File: config.mk
export PLATFORM = sky130hd
export DESIGN_NAME = seg_scan_decoder
export DESIGN_NICKNAME = d
export VERILOG_FILES = /design/src/rtl/seg_scan_decoder.sv
export SDC_FILE = /design/constraint.sdc
export NUM_CORES = 1
export LEC_CHECK = 0
export ABC_AREA = 1
export BUFFER_PORTS_ARGS = -buffer_cell sky130_fd_sc_hd__buf_2
export CAP_MARGIN = 20
export CORE_MARGIN = 2
export CORE_UTILIZATION = 61
export CTS_CLUSTER_DIAMETER = 200
export DETAILED_ROUTE_END_ITERATION = 7
export GPL_TIMING_DRIVEN = 0
export MAX_ROUTING_LAYER = met4
export PLACE_DENSITY = 0.84
export SYNTH_ARGS = -nofsm -noshare
export SYNTH_HDL_FRONTEND = slang
export SYNTH_SLANG_ARGS = --single-unit
File: constraint.sdc
create_clock -name clk -period 4.3 [get_ports clk]
set_clock_uncertainty 0.05 [all_clocks]
set_input_delay 0.215 -clock clk [delete_from_list [all_inputs] [get_ports clk]]
set_output_delay 0.215 -clock clk [all_outputs]
set_load 0.05 [all_outputs]
File: src/rtl/seg_scan_decoder.sv
// seg_scan_decoder
//   Decodes the scanned display lines of the board's multiplexed 7-segment
//   driver back into the 4-digit BCD word shown on the display. It is used
//   on the monitor path so displayed values can be compared with registers.
//
//   Parameters
//     STABLE_CYCLES  : cycles {anode,seg} must hold before a digit is taken (2..255)
//     TIMEOUT_CYCLES : cycles without any capture before locked drops (<= 65535)
//
//   Ports
//     clk         : system clock
//     resetn      : asynchronous active-low reset
//     anode[3:0]  : scanned digit enables, active-low one-hot, bit3 = leftmost
//     seg[6:0]    : segment lines, active-low, bit0 = a ... bit6 = g
//     digits[15:0]: last complete frame, BCD nibbles, [15:12] = leftmost
//     frame_valid : one-cycle pulse in the cycle digits updates
//     locked      : high after the first frame, low after a capture timeout
//     blank_mask  : per position, last captured pattern was all segments off
//     err_mask    : sticky per position, an undecodable pattern was captured
//     all_on      : last frame showed all segments lit on every position
//     err_count   : saturating count of bad patterns and illegal-anode dwells
//
//   Handshake: frame_valid is a valid-only strobe with no ready; the
//   consumer must sample digits/all_on/blank_mask in the cycle it is high.
//
//   Optional build macro SEGDEC_ERR_CNT_EN enables the err_count counter;
//   without it err_count is tied to zero and nothing else changes.
module seg_scan_decoder #(
    parameter int unsigned STABLE_CYCLES  = 4,
    parameter int unsigned TIMEOUT_CYCLES = 65535
) (
    input  logic        clk,
    input  logic        resetn,
    input  logic [3:0]  anode,
    input  logic [6:0]  seg,
    output logic [15:0] digits,
    output logic        frame_valid,
    output logic        locked,
    output logic [3:0]  blank_mask,
    output logic [3:0]  err_mask,
    output logic        all_on,
    output logic [7:0]  err_count
);

    localparam logic [7:0]  STABLE_MAX  = 8'(STABLE_CYCLES);
    localparam logic [15:0] TIMEOUT_MAX = 16'(TIMEOUT_CYCLES);

    logic [3:0]  anode_s1, anode_s2;
    logic [6:0]  seg_s1, seg_s2;
    logic [10:0] prev_sample;
    logic [7:0]  stab_cnt;
    logic [15:0] to_cnt;
    logic [15:0] shadow;
    logic [3:0]  blank_sh;
    logic [3:0]  seen;
    logic [3:0]  seen_next;

    logic        changed;
    logic        off;
    logic        legal;
    logic        dwell_done;
    logic        capture;
    logic        frame_done;
    logic        timeout_hit;
    logic [3:0]  cap_mask;
    logic [3:0]  dec_nib;
    logic        dec_blank;
    logic        dec_bad;

    assign changed    = ({anode_s2, seg_s2} != prev_sample);
    assign off        = (anode_s2 == 4'b1111);
    assign cap_mask   = ~anode_s2;
    // Fires in the single cycle the counter steps onto STABLE_MAX; the
    // counter then saturates, so a dwell yields at most one event.
    assign dwell_done = !changed && !off && (stab_cnt == STABLE_MAX - 8'd1);
    assign capture    = dwell_done && legal;
    assign frame_done = (seen == 4'b1111);
    // A capture in the same cycle restarts the timeout instead.
    assign timeout_hit = !capture && (to_cnt == TIMEOUT_MAX - 16'd1);

    always_comb begin
        legal = 1'b0;
        case (anode_s2)
            4'b1110, 4'b1101, 4'b1011, 4'b0111: legal = 1'b1;
            default:                             legal = 1'b0;
        endcase
    end

    // Decode on the lit-segment view {g..a}.
    always_comb begin
        dec_nib   = 4'hE;
        dec_blank = 1'b0;
        dec_bad   = 1'b0;
        case (~seg_s2)
            7'b0111111: dec_nib = 4'd0;
            7'b0000110: dec_nib = 4'd1;
            7'b1011011: dec_nib = 4'd2;
            7'b1001111: dec_nib = 4'd3;
            7'b1100110: dec_nib = 4'd4;
            7'b1101101: dec_nib = 4'd5;
            7'b1111101: dec_nib = 4'd6;
            7'b0000111: dec_nib = 4'd7;
            7'b1111111: dec_nib = 4'd8;
            7'b1101111: dec_nib = 4'd9;
            7'b0000000: begin
                dec_nib   = 4'hF;
                dec_blank = 1'b1;
            end
            default: dec_bad = 1'b1;
        endcase
    end

    // A completed or timed-out frame restarts collection, but a capture
    // landing in that same cycle is still recorded.
    always_comb begin
        seen_next = seen;
        if (frame_done || timeout_hit) begin
            seen_next = 4'b0000;
        end
        if (capture) begin
            seen_next = seen_next | cap_mask;
        end
    end

    always_ff @(posedge clk or negedge resetn) begin
        if (!resetn) begin
            anode_s1    <= 4'b1111;
            anode_s2    <= 4'b1111;
            seg_s1      <= 7'h7F;
            seg_s2      <= 7'h7F;
            prev_sample <= 11'h7FF;
            stab_cnt    <= 8'd0;
            to_cnt      <= 16'd0;
            shadow      <= 16'h0000;
            blank_sh    <= 4'b0000;
            seen        <= 4'b0000;
            digits      <= 16'h0000;
            frame_valid <= 1'b0;
            locked      <= 1'b0;
            blank_mask  <= 4'b0000;
            err_mask    <= 4'b0000;
            all_on      <= 1'b0;
        end else begin
            anode_s1    <= anode;
            anode_s2    <= anode_s1;
            seg_s1      <= seg;
            seg_s2      <= seg_s1;
            prev_sample <= {anode_s2, seg_s2};

            if (changed || off) begin
                stab_cnt <= 8'd0;
            end else if (stab_cnt != STABLE_MAX) begin
                stab_cnt <= stab_cnt + 8'd1;
            end

            if (capture) begin
                to_cnt <= 16'd0;
            end else if (to_cnt != TIMEOUT_MAX) begin
                to_cnt <= to_cnt + 16'd1;
            end

            for (int i = 0; i < 4; i++) begin
                if (capture && cap_mask[i]) begin
                    shadow[i*4 +: 4] <= dec_nib;
                    blank_sh[i]      <= dec_blank;
                    if (dec_bad) begin
                        err_mask[i] <= 1'b1;
                    end
                end
            end

            seen        <= seen_next;
            frame_valid <= frame_done;

            if (frame_done) begin
                digits     <= shadow;
                all_on     <= (shadow == 16'h8888);
                blank_mask <= blank_sh;
                locked     <= 1'b1;
            end else if (timeout_hit) begin
                locked     <= 1'b0;
            end
        end
    end

`ifdef SEGDEC_ERR_CNT_EN
    logic illegal_dwell;
    logic err_event;

    assign illegal_dwell = dwell_done && !legal;
    assign err_event     = (capture && dec_bad) || illegal_dwell;

    always_ff @(posedge clk or negedge resetn) begin
        if (!resetn) begin
            err_count <= 8'd0;
        end else if (err_event && (err_count != 8'hFF)) begin
            err_count <= err_count + 8'd1;
        end
    end
`else
    assign err_count = 8'd0;
`endif

endmodule

==> impl_metrics.xml <==
<?xml version="1.0" encoding="UTF-8"?>
<metrics>
  <group name="detailed_routing">
    <metric name="wl_met3" unit="um">574</metric>
    <metric name="dr.max_layer_used" unit="">met4</metric>
    <metric name="dr.pass1.iters" unit="">5</metric>
    <metric name="route.detailed.wl_per_inst" unit="um">13.3</metric>
    <metric name="post_drt_via_cell_ratio" unit="">5.26</metric>
    <metric name="drt_drc_violations_left" unit="">0</metric>
    <metric name="route.antenna.remaining_nets" unit="">0</metric>
    <metric name="dr_wl_met2" unit="mm">4.85</metric>
    <metric name="initialDrtViolationCount" unit="">250</metric>
    <metric name="wirelength" unit="mm">9.86</metric>
    <metric name="dr_total_vias" unit="">3903</metric>
    <metric name="route.layer.met1.wl" unit="mm">4.15</metric>
  </group>
  <group name="grt">
    <metric name="globalRoute.totalOverflow" unit="">0</metric>
    <metric name="grt.total_usage" unit="">0.251</metric>
    <metric name="grt_max_degree" unit="">67</metric>
    <metric name="wire_length_of_the_first_global_routing_pass" unit="mm">16.6</metric>
    <metric name="initial_antenna_violation_count" unit="">0</metric>
    <metric name="vias_in_the_first_global_route" unit="">3726</metric>
  </group>
  <group name="clock_network">
    <metric name="clkSinkCount" unit="">108</metric>
    <metric name="clock_latency" unit="ns">0.38</metric>
    <metric name="ctsLongestPathBuffers" unit="">2</metric>
    <metric name="numCtsBuffers" unit="">9</metric>
    <metric name="clk_pin_slew_worst_paths" unit="ns">0.11</metric>
    <metric name="cts_max_level" unit="">3</metric>
    <metric name="cts_resized" unit="">0</metric>
    <metric name="cts_root_buffer" unit="">sky130_fd_sc_hd__clkbuf_8</metric>
    <metric name="tritoncts" unit="">yes</metric>
  </group>
  <group name="yosys">
    <metric name="share_of_synthesized_area_occupied_by_flip_flops_and_latches" unit="">0.568</metric>
    <metric name="netlist.top_cell.by_area" unit="">sky130_fd_sc_hd__dfrtp_1</metric>
    <metric name="synth_largest_type_area_fraction" unit="">0.389</metric>
    <metric name="predominant_post_synthesis_flop_cell" unit="">sky130_fd_sc_hd__dfrtp_1</metric>
    <metric name="netlist_instances" unit="">565</metric>
    <metric name="mappedNetlistArea" unit="sq um">4830</metric>
    <metric name="synth.area.top_cells" unit="">sky130_fd_sc_hd__dfrtp_1 (39%), sky130_fd_sc_hd__dfstp_2 (18%), sky130_fd_sc_hd__nand2_1 (16%), sky130_fd_sc_hd__nor2_1 (5.1%), sky130_fd_sc_hd__inv_1 (4.0%)</metric>
    <metric name="post_synth.cell_area_avg" unit="sq um">8.55</metric>
    <metric name="edff_count_synth" unit="">0</metric>
    <metric name="yosysUniqueCellTypes" unit="">33</metric>
    <metric name="yosys_warnings" unit="">0</metric>
    <metric name="async_flop_share" unit="">1.00</metric>
    <metric name="number_of_register_bits_inferred_by_synthesis" unit="">108</metric>
  </group>
  <group name="sta">
    <metric name="max-slew-margin-rel" unit="">0.634</metric>
    <metric name="tns" unit="ns">0</metric>
    <metric name="post-route-period-util" unit="">0.515</metric>
    <metric name="grt_setup_unrepaired" unit="">no</metric>
    <metric name="max_clock_freq" unit="MHz">451</metric>
    <metric name="finalCriticalPeriod" unit="ns">2.22</metric>
    <metric name="tightest_slew" unit="ns">0.549</metric>
    <metric name="timing.final.max_slew_violations" unit="">0</metric>
    <metric name="hold_viol" unit="">0</metric>
    <metric name="final-setup-viol-count" unit="">0</metric>
    <metric name="timing.hold.ws" unit="ns">0.303</metric>
  </group>
  <group name="finish">
    <metric name="layout_commonest_cell" unit="">sky130_fd_sc_hd__nand2_1</metric>
    <metric name="layout-drive-gt1-share" unit="">0.178</metric>
    <metric name="antennaDiodeCount" unit="">0</metric>
    <metric name="finish.net_count" unit="">652</metric>
    <metric name="layout_common_cells" unit="">sky130_fd_sc_hd__nand2_1 (208), sky130_fd_sc_hd__dfrtp_1 (75), sky130_fd_sc_hd__nor2_1 (66), sky130_fd_sc_hd__inv_1 (52), sky130_fd_sc_hd__buf_2 (38)</metric>
    <metric name="area_delta_synth_final" unit="%">15.0</metric>
  </group>
  <group name="worst_setup_path">
    <metric name="critPathMostFrequentCell" unit="">sky130_fd_sc_hd__nand2_1</metric>
    <metric name="worst-setup-path-type" unit="">flip-flop to flip-flop</metric>
    <metric name="critical-path-max-stage-delay" unit="ns">0.61</metric>
    <metric name="cp-end-kind" unit="">flip-flop</metric>
    <metric name="crit_path_top_delay_cell" unit="">sky130_fd_sc_hd__dfstp_2</metric>
    <metric name="path_delay_family" unit="">simple AND/OR/NAND/NOR gates</metric>
    <metric name="critPathArrivalTime" unit="ns">2.45</metric>
    <metric name="worstPathBufferInverterCount" unit="">1</metric>
    <metric name="critical_path.max_fanout" unit="">7</metric>
    <metric name="worstPathRequired" unit="ns">4.54</metric>
    <metric name="worst_setup_path_start_kind" unit="">flip-flop</metric>
    <metric name="timing.critical_path.cells" unit="">inv_1 &gt; nor3_1 &gt; nand2_1 &gt; nand2_1 &gt; nor2_1 &gt; nand3_1 &gt; nand2_1 &gt; nand2_1 &gt; nand2_1</metric>
  </group>
  <group name="power_and_ir_drop">
    <metric name="power_density" unit="nW/um^2">330</metric>
    <metric name="leakage" unit="nW">3.04</metric>
    <metric name="vdd_drop_max" unit="V">0.000222</metric>
    <metric name="p_total" unit="W">0.00183</metric>
  </group>
  <group name="place">
    <metric name="dp_hpwl" unit="mm">6.88</metric>
    <metric name="gpl.final_weighted_congestion" unit="">0.927</metric>
    <metric name="port-buffer-count" unit="">39</metric>
  </group>
  <group name="floorplan">
    <metric name="die_height" unit="um">93.0</metric>
    <metric name="floorplan_core_area" unit="sq um">7690</metric>
    <metric name="floorplan.die_area" unit="sq um">8640</metric>
    <metric name="die_width" unit="um">93.0</metric>
    <metric name="start_util" unit="">0.628</metric>
    <metric name="num_rows" unit="">32</metric>
    <metric name="io-pin-count" unit="">48</metric>
  </group>
  <group name="min_path">
    <metric name="min-delay-path-class" unit="">input port to async pin</metric>
  </group>
  <group name="run_status">
    <metric name="run_status" unit="">completed</metric>
  </group>
  <group name="flow_run">
    <metric name="drv.max_cap_violation_count" unit="">0</metric>
  </group>
</metrics>
[cells by family (layout without fill, tap and decap cells)]
logic type               count (synthesis)  after routing  synth area share
buffers and inverters                   67            135            0.0599
adder cells (fa/ha/maj)                  4              4            0.0104
flip-flops                             108            108             0.568
AO/OA/AOI/OAI                           38             38            0.0438
XOR/XNOR                                 5              5           0.00907
AND/OR/NAND/NOR                        342            342             0.308
other                                    1              8          0.000777
[report_power, final]
part	switching [W]	internal, W
Combinational	0.0000665	0.0000312
Clock	0.000384	0.000292
Sequential	0.0000142	0.00104
Total	0.000464	0.00137
[synth_stat cells, drive strengths merged (3+ instances only)]
cell type	count
dfrtp	75
inv	53
nand3	26
clkbuf	4
nand2	215
a21oi	9
nor2	71
o21ai	20
buf	9
nand4	13
nor4	3
dfstp	33
xnor2	4
nor3	12
ha	4
o21bai	4
[worst paths after layout]
| kind | from | end | slack, ns | cells past startpoint |
|---|---|---|---|---|
| max reg2reg | seg_s2[4]$_DFF_PN1_ | shadow[3]$_DFFE_PN0P_ | 2.08 | 9 |
| min in group clk | anode_s1[0]$_DFF_PN1_ | anode_s2[0]$_DFF_PN1_ | 0.31 | 0 |
| min | resetn | stab_cnt[5]$_DFFE_PN0P_ | 0.30 | 2 |
| max | seg_s2[4]$_DFF_PN1_ | shadow[3]$_DFFE_PN0P_ | 2.08 | 9 |
| min reg2reg | anode_s1[0]$_DFF_PN1_ | anode_s2[0]$_DFF_PN1_ | 0.31 | 0 |
| max in group asynchronous | resetn | anode_s1[0]$_DFF_PN1_ | 3.19 | 3 |
[metrics by stage]
stage	instance area, sq um	util	cells	worst slack [ns]
after floorplan	4850	-	572	2.58
after global placement	5180	0.674	713	1.89
after detailed placement	5210	0.677	714	2.31
after CTS	5550	0.722	742	2.17
after global routing	5550	0.722	742	1.98
final	5550	0.722	742	2.08
[what timing repair did]
action / in CTS / in global routing
hold buffers: 12 / 0
setup buffers: 0 / 0
hold endpoints to repair: 53 / 0
[state kept, by name (all words and copies together), names as in the netlist, 7 cells and up]
register / flops
seg_s2: 7
stab_cnt: 8
shadow: 16
digits: 16
seg_s1: 7
to_cnt: 16
prev_sample: 11
[layout make-up]
class	instances	area, sq um
clock inverters	7	100
flip-flops and latches	108	2740
clock buffers	9	124
well taps	102	128
repair buffers	52	345
fillers	571	2140
inverters	54	203
multi-input cells	397	1820
plain buffers	13	86.3
[routing by layer]
| metal | vias up | global-route usage |
|---|---|---|
| met2 | 155 | 0.417 |
| met4 | 0 | 0.113 |
| met1 | 1816 | 0.312 |
| met5 | - | - |
| met3 | 29 | 0.0346 |
| li1 | 1903 | - |
Note: power is estimated with default switching activity, not from simulation.
